<file path="config.mk">
export PLATFORM = sky130hd
export DESIGN_NAME = period_meter
export DESIGN_NICKNAME = d
export VERILOG_FILES = /design/src/rtl/period_meter.sv
export SDC_FILE = /design/constraint.sdc
export NUM_CORES = 1
export LEC_CHECK = 0
export ABC_AREA = 1
export CORE_ASPECT_RATIO = 0.5
export CORE_MARGIN = 5
export CORE_UTILIZATION = 35
export CTS_BUF_LIST = sky130_fd_sc_hd__clkbuf_2
export DETAILED_ROUTE_END_ITERATION = 16
export GPL_TIMING_DRIVEN = 0
export REMOVE_ABC_BUFFERS = 1
export SETUP_SLACK_MARGIN = 0.1
export SYNTH_ARGS = -nofsm -noshare
export SYNTH_HDL_FRONTEND = slang
export SYNTH_SLANG_ARGS = --single-unit
</file>
<file path="constraint.sdc">
create_clock -name CLOCK_50 -period 6.33 [get_ports CLOCK_50]
set_input_delay 0.633 -clock CLOCK_50 [delete_from_list [all_inputs] [get_ports CLOCK_50]]
set_output_delay 0.633 -clock CLOCK_50 [all_outputs]
set_load 0.05 [all_outputs]
</file>
<file path="src/rtl/period_meter.sv">
// Measures the edge-to-edge half-period of sig_in in t_ms units (C cycles per unit); optional 4-deep averaging under PERIOD_METER_AVG_EN.
// Latency: sig_in change to valid pulse is SYNC_STAGES+2 cycles; t_ms updates in the same cycle as valid.
// Backpressure: none; valid is a 1-cycle pulse and may be high on consecutive cycles.
module period_meter #(
    parameter int CYCLES_PER_UNIT = 25_000,
    parameter int SYNC_STAGES     = 2,
    parameter int TIMEOUT_T_MS    = 2_000
) (
    input  logic        CLOCK_50,
    input  logic        reset,
    input  logic        sig_in,
    output logic [19:0] t_ms,
    output logic        valid,
    output logic        locked,
    output logic        timeout
);

    localparam int CW = (CYCLES_PER_UNIT > 1) ? $clog2(CYCLES_PER_UNIT) : 1;
    localparam logic [CW-1:0] C_LAST   = CW'(CYCLES_PER_UNIT - 1);
    localparam logic [CW-1:0] ROUND_AT = CW'(CYCLES_PER_UNIT - CYCLES_PER_UNIT / 2);
    localparam logic [19:0]   U_MAX    = 20'hF_FFFF;
    localparam logic [19:0]   TO_UNITS = 20'(TIMEOUT_T_MS);

    typedef enum logic [1:0] {S_IDLE, S_MEASURE, S_TIMEOUT} state_t;

    state_t            state_q, state_nxt;
    logic [SYNC_STAGES-1:0] sync_q;
    logic              sig_prev, edge_q;
    logic [CW-1:0]     cyc_q, cyc_nxt, cyc_base;
    logic [19:0]       unit_q, unit_nxt, unit_base;
    logic [19:0]       result, t_new;
    logic              at_limit, meas, restart, lose;

    // Synchroniser plus a registered edge pulse; either polarity counts.
    always_ff @(posedge CLOCK_50) begin
        if (reset) begin
            sync_q   <= '0;
            sig_prev <= 1'b0;
            edge_q   <= 1'b0;
        end else begin
            sync_q   <= {sync_q[SYNC_STAGES-2:0], sig_in};
            sig_prev <= sync_q[SYNC_STAGES-1];
            edge_q   <= sync_q[SYNC_STAGES-1] ^ sig_prev;
        end
    end

    // {unit_q, cyc_q} is the distance of the current cycle from the last edge.
    always_comb begin
        at_limit = (unit_q == TO_UNITS) && (cyc_q == '0);
        if ((cyc_q >= ROUND_AT) && (unit_q != U_MAX))
            result = unit_q + 20'd1;
        else
            result = unit_q;
    end

    always_comb begin
        cyc_base  = restart ? '0 : cyc_q;
        unit_base = restart ? '0 : unit_q;
        if (cyc_base == C_LAST) begin
            cyc_nxt  = '0;
            unit_nxt = (unit_base == U_MAX) ? unit_base : unit_base + 20'd1;
        end else begin
            cyc_nxt  = cyc_base + CW'(1);
            unit_nxt = unit_base;
        end
    end

    always_ff @(posedge CLOCK_50) begin
        if (reset)
            state_q <= S_IDLE;
        else
            state_q <= state_nxt;
    end

    always_comb begin
        state_nxt = state_q;
        meas      = 1'b0;
        restart   = 1'b0;
        lose      = 1'b0;
        case (state_q)
            S_IDLE: begin
                if (edge_q) begin
                    state_nxt = S_MEASURE;
                    restart   = 1'b1;
                end
            end
            S_MEASURE: begin
                if (edge_q) begin
                    meas    = 1'b1;
                    restart = 1'b1;
                end else if (at_limit) begin
                    state_nxt = S_TIMEOUT;
                    lose      = 1'b1;
                end
            end
            S_TIMEOUT: begin
                if (edge_q) begin
                    state_nxt = S_MEASURE;
                    restart   = 1'b1;
                end
            end
            default: state_nxt = S_IDLE;
        endcase
    end

`ifdef PERIOD_METER_AVG_EN
    // The live result is the newest of the four; three registers hold the older ones.
    logic [19:0] hist_q [3];
    logic [21:0] sum_rnd;

    always_comb begin
        if (locked)
            sum_rnd = 22'(result) + 22'(hist_q[0]) + 22'(hist_q[1]) + 22'(hist_q[2]) + 22'd2;
        else
            sum_rnd = {result, 2'b00} + 22'd2;
        t_new = 20'(sum_rnd >> 2);
    end

    always_ff @(posedge CLOCK_50) begin
        if (reset || lose) begin
            hist_q[0] <= '0;
            hist_q[1] <= '0;
            hist_q[2] <= '0;
        end else if (meas) begin
            hist_q[0] <= result;
            hist_q[1] <= locked ? hist_q[0] : result;
            hist_q[2] <= locked ? hist_q[1] : result;
        end
    end
`else
    assign t_new = result;
`endif

    always_ff @(posedge CLOCK_50) begin
        if (reset) begin
            cyc_q   <= '0;
            unit_q  <= '0;
            t_ms    <= '0;
            valid   <= 1'b0;
            locked  <= 1'b0;
            timeout <= 1'b0;
        end else begin
            valid <= meas;
            if (restart || state_q == S_MEASURE) begin
                cyc_q  <= cyc_nxt;
                unit_q <= unit_nxt;
            end
            if (meas) begin
                t_ms   <= t_new;
                locked <= 1'b1;
            end
            if (lose) begin
                t_ms    <= '0;
                locked  <= 1'b0;
                timeout <= 1'b1;
            end
            if (restart)
                timeout <= 1'b0;
        end
    end

endmodule
</file>
Word level (Yosys, flattened, before mapping):

Cells that the tools add are included.

* register bits: 64
* input port bits: 3
* output and inout port bits: 23
* word-level logic and storage cells: 50

* $add $sub $neg: 3
* $lt $le $gt $ge: 1
* equal/unequal tests: 9
* multiplexer cells: 16
* bitwise logic cells: 1
* reductions and logical operators: 10

Operators by type and width (number)
* two-way mux 20 bit: 4
* adder 20 x 1 -> 20 bit, second input constant: 2
* two-way mux 15 bit: 2
* == test 20 x 11 -> 1 bit, second input constant: 1
* == test 20 bit, second input constant: 1
* inequality test 20 bit, second input constant: 1
* adder 15 x 1 -> 15 bit, second input constant: 1
* == test 15 bit, second input constant: 1
* greater-or-equal comparator 15 x 14 -> 1 bit, second input constant: 1
* zero test 15 bit: 1
* two-way mux 1 bit: 6
* two-way mux 2 bit: 3
* OR reduction 2 bit: 3
* inequality test 2 bit, second input constant: 2
* case mux 2 bit (2 select lines): 1
* AND reduction 3 bit: 1
* OR reduction 3 bit: 1
* == test 2 x 1 -> 1 bit, second input constant: 1
* == test 2 bit, second input constant: 1
* logical AND 1 bit: 2
* zero test 2 bit: 1
* inequality test 2 x 1 -> 1 bit, second input constant: 1
* logical OR 1 bit: 1
* XOR 1 bit: 1

Longest topological paths before layout:

* depth after elaboration: 7
* mapped depth: 18
* mapped depth without buffers: 17

Worst setup path after synthesis:

Ideal clock, no wire load.

* path kind: register -> register
* start point: register state_q[1]
* end point: register unit_q[19]
* setup time: 0.120 ns
* data arrival time: 2.153 ns
* slack: 4.057 ns
* stages on the path, launching flop included: 18
* buffers on the path: 3
* period minus slack after synthesis: 2.273 ns
* path through: dfxtp_1 -> nand2_1 -> nand2_4 -> inv_2 -> buf_2 -> buf_4 -> nor2_1 -> ha_1 -> nand3_2 -> nor2_1 -> nand2_1 -> nor2_4 -> nand2_2 -> nor2_4 -> buf_6 -> nand3_1 -> o21ai_1 -> a21oi_1

* word-level cells in the longest chain between the ends: 7
* elaborated cells on any way between the ends: 13

RTL lines
* from (decl): line 26 `state_t state_q, state_nxt;`
* from (signal assigned): line 72 `state_q <= state_nxt;`
* == test 2 x 1 -> 1 bit, or another cell as far along: line 80, 144
* OR reduction 3 bit (no line)
* two-way mux 1 bit
* two-way mux 20 bit: line 58 `unit_base = restart ? '0 : unit_q;`
* adder 20 x 1 -> 20 bit or == test 20 bit (tied branches): line 61 `unit_nxt = (unit_base == U_MAX) ? unit_base : unit_base + 20'd1;`
* two-way mux 20 bit: line 61
* two-way mux 20 bit: line 59 `if (cyc_base == C_LAST) begin`
* to (signal assigned): line 146 `unit_q <= unit_nxt;`
* to (decl): line 30 `logic [19:0] unit_q, unit_nxt, unit_base;`

Several ways; a longest one is shown, not always the timed one.
A chain may end at the register's enable or synchronous reset.

Worst setup path in the final report:

* start point: register unit_q[1]
* end point: register t_ms[17]

* word-level cells in the longest chain between the ends: 6
* elaborated cells on any way between the ends: 10

RTL lines
* branches (longest 6 deep; another with adder 20 x 1 -> 20 bit)
* to (signal assigned): line 149 `t_ms <= t_new;`
* to (decl): line 12 `output logic [19:0] t_ms,`

Several ways; the timed one is not identified.

==> results by group <==
Floorplanning
  – Initial Util: a little over a third
  – Core box area: roughly 11000 µm²
  – Die height: ~85 µm
  – IO Count: 26
  – Rows: 27
  – Area of the die: about 14000 µm²
  – Horiz. Die Dim: around 160 µm

Clock tree
  – Postcts setup bufs: 0
  – Num CTS Buffers: 9
  – Post-CTS Hold Buffers: 0
  – Clock sinks: 64
  – CTS H-tree lvls: 3
  – CTS clk-pin slew, worst paths: between 150 and 200 ps
  – Bufs on Longest Clock Path: 2
  – CTS tree: yes
  – Root Driver: clkbuf_2
  – CTS resizes: 0
  – Worst-Skew Late Latency: between 500 and 600 ps

Route
  – # DRC: 0
  – Detail Route Antenna Nets: 0
  – Vias after detailed routing: between 3000 and 4000
  – DRT iter0 DRCs: approximately 280
  – Total iterations of the first detailed-routing run: 4
  – Vias per cell: 4.85
  – WL per Instance: 13.1 µm
  – Drt total wl: around 10000 µm

Critical path
  – Crit-path most repeated cell: nand2_1
  – Cells along the critical path: ha_1 -> inv_1 -> nor2_4 -> nand2_1 -> nor3_1 -> nand3b_1 -> nand2_1 -> inv_2 -> nand2_1 -> nand3_1 -> nand3_1 -> inv_1
  – Top delay family on crit path: simple AND/OR/NAND/NOR gates
  – WP buf/inv: 3
  – Slowest stage cell, crit path: nand2_1
  – Crit path largest cell delay: ~650 ps
  – Critical path fanouts, max: 21
  – Crit end category: register
  – WS Path Type: register to register
  – Critical Path Start Type: register
  – R2r setup slk: 3300 ps
  – Critical Path RT: between 6000 and 7000 ps
  – Arr. time, crit path: 3490 ps

Timing
  – Setup-failing EPs final: 0
  – RSZ-0062 raised after global routing: false
  – Slew Viols, Final: 0
  – Final hold violation count: 0
  – Worst slew pin tran: approximately 1300 ps
  – Post-route minimum period: between 3000 and 4000 ps
  – Slew headroom: between 10% and 20%
  – Setup TNS: 0 ps
  – Setup skew after layout: between 15 and 20 ps
  – Final Cycle Share: 47.9%
  – Fmax: approximately 0.33 GHz

Power
  – Worst vdd ir: between 0.06 and 0.07 mV
  – Power density cells: 158 nW/µm²
  – Overall power: 0.694 mW
  – Pleak: around 1.7 nW

Cells and area
  – Share of layout cells above drive strength 1: a little over a tenth
  – Area Overhead vs Synth: 11.4%
  – Filler cells: ~1200
  – Final Net Count: ~630
  – Ant. Diodes: 0

Logic synthesis
  – Ys flop type: dfxtp_1
  – Post-synth cell types: 38
  – Post-synth EDFFs: 0
  – Multiplexer area fraction after synthesis: 0%
  – Top-count cell post-synth: nand2_1
  – Yosys reg bits: 64
  – Mapped cell area: ~4000 µm²
  – Compound-Gate Fraction of Synth Area: 8.53%
  – Mapped Cells: between 600 and 700
  – Most area-consuming cells after synthesis: dfxtp_1 33%, nand2_1 12%, nand3_1 9.0%
  – Mean Syn Cell Area: 6.50 µm²
  – Top cells by instance count after synthesis: 127 x nand2_1, 83 x inv_1, 71 x nand3_1
  – Fraction of registers with async set/reset: 0%
  – Largest area contributor in the netlist: dfxtp_1
  – Synth top area share: approximately 33%
  – Post-Synth XOR/XNOR Area: 5.79%
  – Seq/Total Area, Yosys: approximately a third
  – Largest family of logic cells by synthesized area: simple AND/OR/NAND/NOR gates
  – Simple logic cell fraction of the synthesized area: 40.2%
  – Adder-cell share of the synthesized area: under 10%
  – Warnings, synthesis: 0

Placed design
  – PortBufs: 25
  – HPWL after DPL: just over 7000 µm
  – Placer congestion estimate: 0.912

Global routing
  – First-pass GRT wire length: between 15000 and 20000 µm
  – Initial antenna violation count: 0
  – Total gr overflow: 0
  – Largest net degree at the start of global routing: 31
  – Vias in the first global route: 3416
  – GRT Total Usage: 15.3%

Outcome
  – Outcome: finished, final reports clean

Worst hold path
  – Worst hold path class: register to register

Flow run
  – Max-cap check violation count: 0
[worst reg2reg max path, cell delays in order, from the launching register on]
cell	delay, ps
dfxtp_1	460
ha_1	300
inv_1	110
nor2_4	160
nand2_1	140
nor3_1	170
nand3b_1	130
nand2_1	650
inv_2	370
nand2_1	140
nand3_1	150
nand3_1	140
inv_1	40
[per-stage QoR]
stage	utilization, %	hold WS (ps)	setup slack [ps]	area (µm²)	std cells
3_5_place_dp	39.0	429	2950	4280	755
3_3_place_gp	38.7	423	2920	4250	754
2_1_floorplan	-	388	4100	3820	584
5_1_grt	39.9	479	3040	4380	771
4_1_cts	39.9	451	3370	4380	771
6_report	39.9	451	3300	4380	771
[final timing paths]
kind	start	cells past startpoint	to
max	unit_q[1]	12	t_ms[17]
min	sync_q[1]	2	sig_prev
max reg2reg	unit_q[1]	12	t_ms[17]
min reg2reg	sync_q[1]	2	sig_prev
[layer usage]
metal | part of all wire (%) | wire length, µm | vias up | track usage [%]
li1 | - | - | 1952 | -
met1 | 50 | 5100 | 1703 | 20.1
met2 | 43 | 4400 | 74 | 25.0
met3 | 4.9 | 499 | 12 | 3.98
met4 | 1.2 | 125 | 0 | 4.29
met5 | 0 | 0 | - | 0
[where the power goes]
group / switching [mW] / total [mW] / internal [mW] / leakage, nW
registers: 0.00180 / 0.409 / 0.407 / 0.516
clock network: 0.152 / 0.243 / 0.0908 / 0.0708
logic: 0.0324 / 0.0431 / 0.0106 / 1.14
total: 0.186 / 0.694 / 0.508 / 1.72
[state kept, by name, summed over array words and instances, names as in the netlist]
register  cells
unit_q       20
sig_prev      1
edge_q        1
valid         1
t_ms         20
timeout       1
sync_q        2
locked        1
state_q       2
cyc_q        15
[layout make-up]
class,instances,area [µm²],area share [%]
clock inverters,5,47.5,1.09
well taps,145,181,4.14
inverters,91,342,7.80
flip-flops and latches,64,1280,29.2
clock buffers,11,55.1,1.26
repair buffers,26,278,6.34
multi-input cells,429,2200,50.1
[kinds of logic (layout without fill, tap and decap cells)]
kind of cell               after synthesis  after routing
DFF                                     64             64
xor gates and xnor gates                26             26
and+or+nand+nor                        337            337
buffers and inverters                  112            133
AOI/OAI and AO/OA                       62             62
adders and majority gates                4              4
[cells in the final DEF, fill, tap and decap left out, types with 2 or more instances in the layout]
cell	synthesis	layout
o21ai_1	5	5
clkinv_2	0	2
o21a_1	3	3
o21ai_0	15	15
inv_1	83	83
nor3_1	9	9
nor3_2	2	2
or2_2	17	17
dfxtp_1	64	64
nand2_2	8	8
nand4_1	14	14
clkbuf_2	0	11
nor2_2	7	8
clkinv_1	1	3
inv_2	7	7
nand3_1	71	71
xnor2_1	5	5
xor2_1	21	21
nand3_2	3	3
nor2_1	67	66
nand2_1	127	127
nor2_4	4	4
nor4_1	4	4
a21oi_1	33	33
clkdlybuf4s50_1	0	25
ha_1	4	4
(Power assumes the default switching activity.)
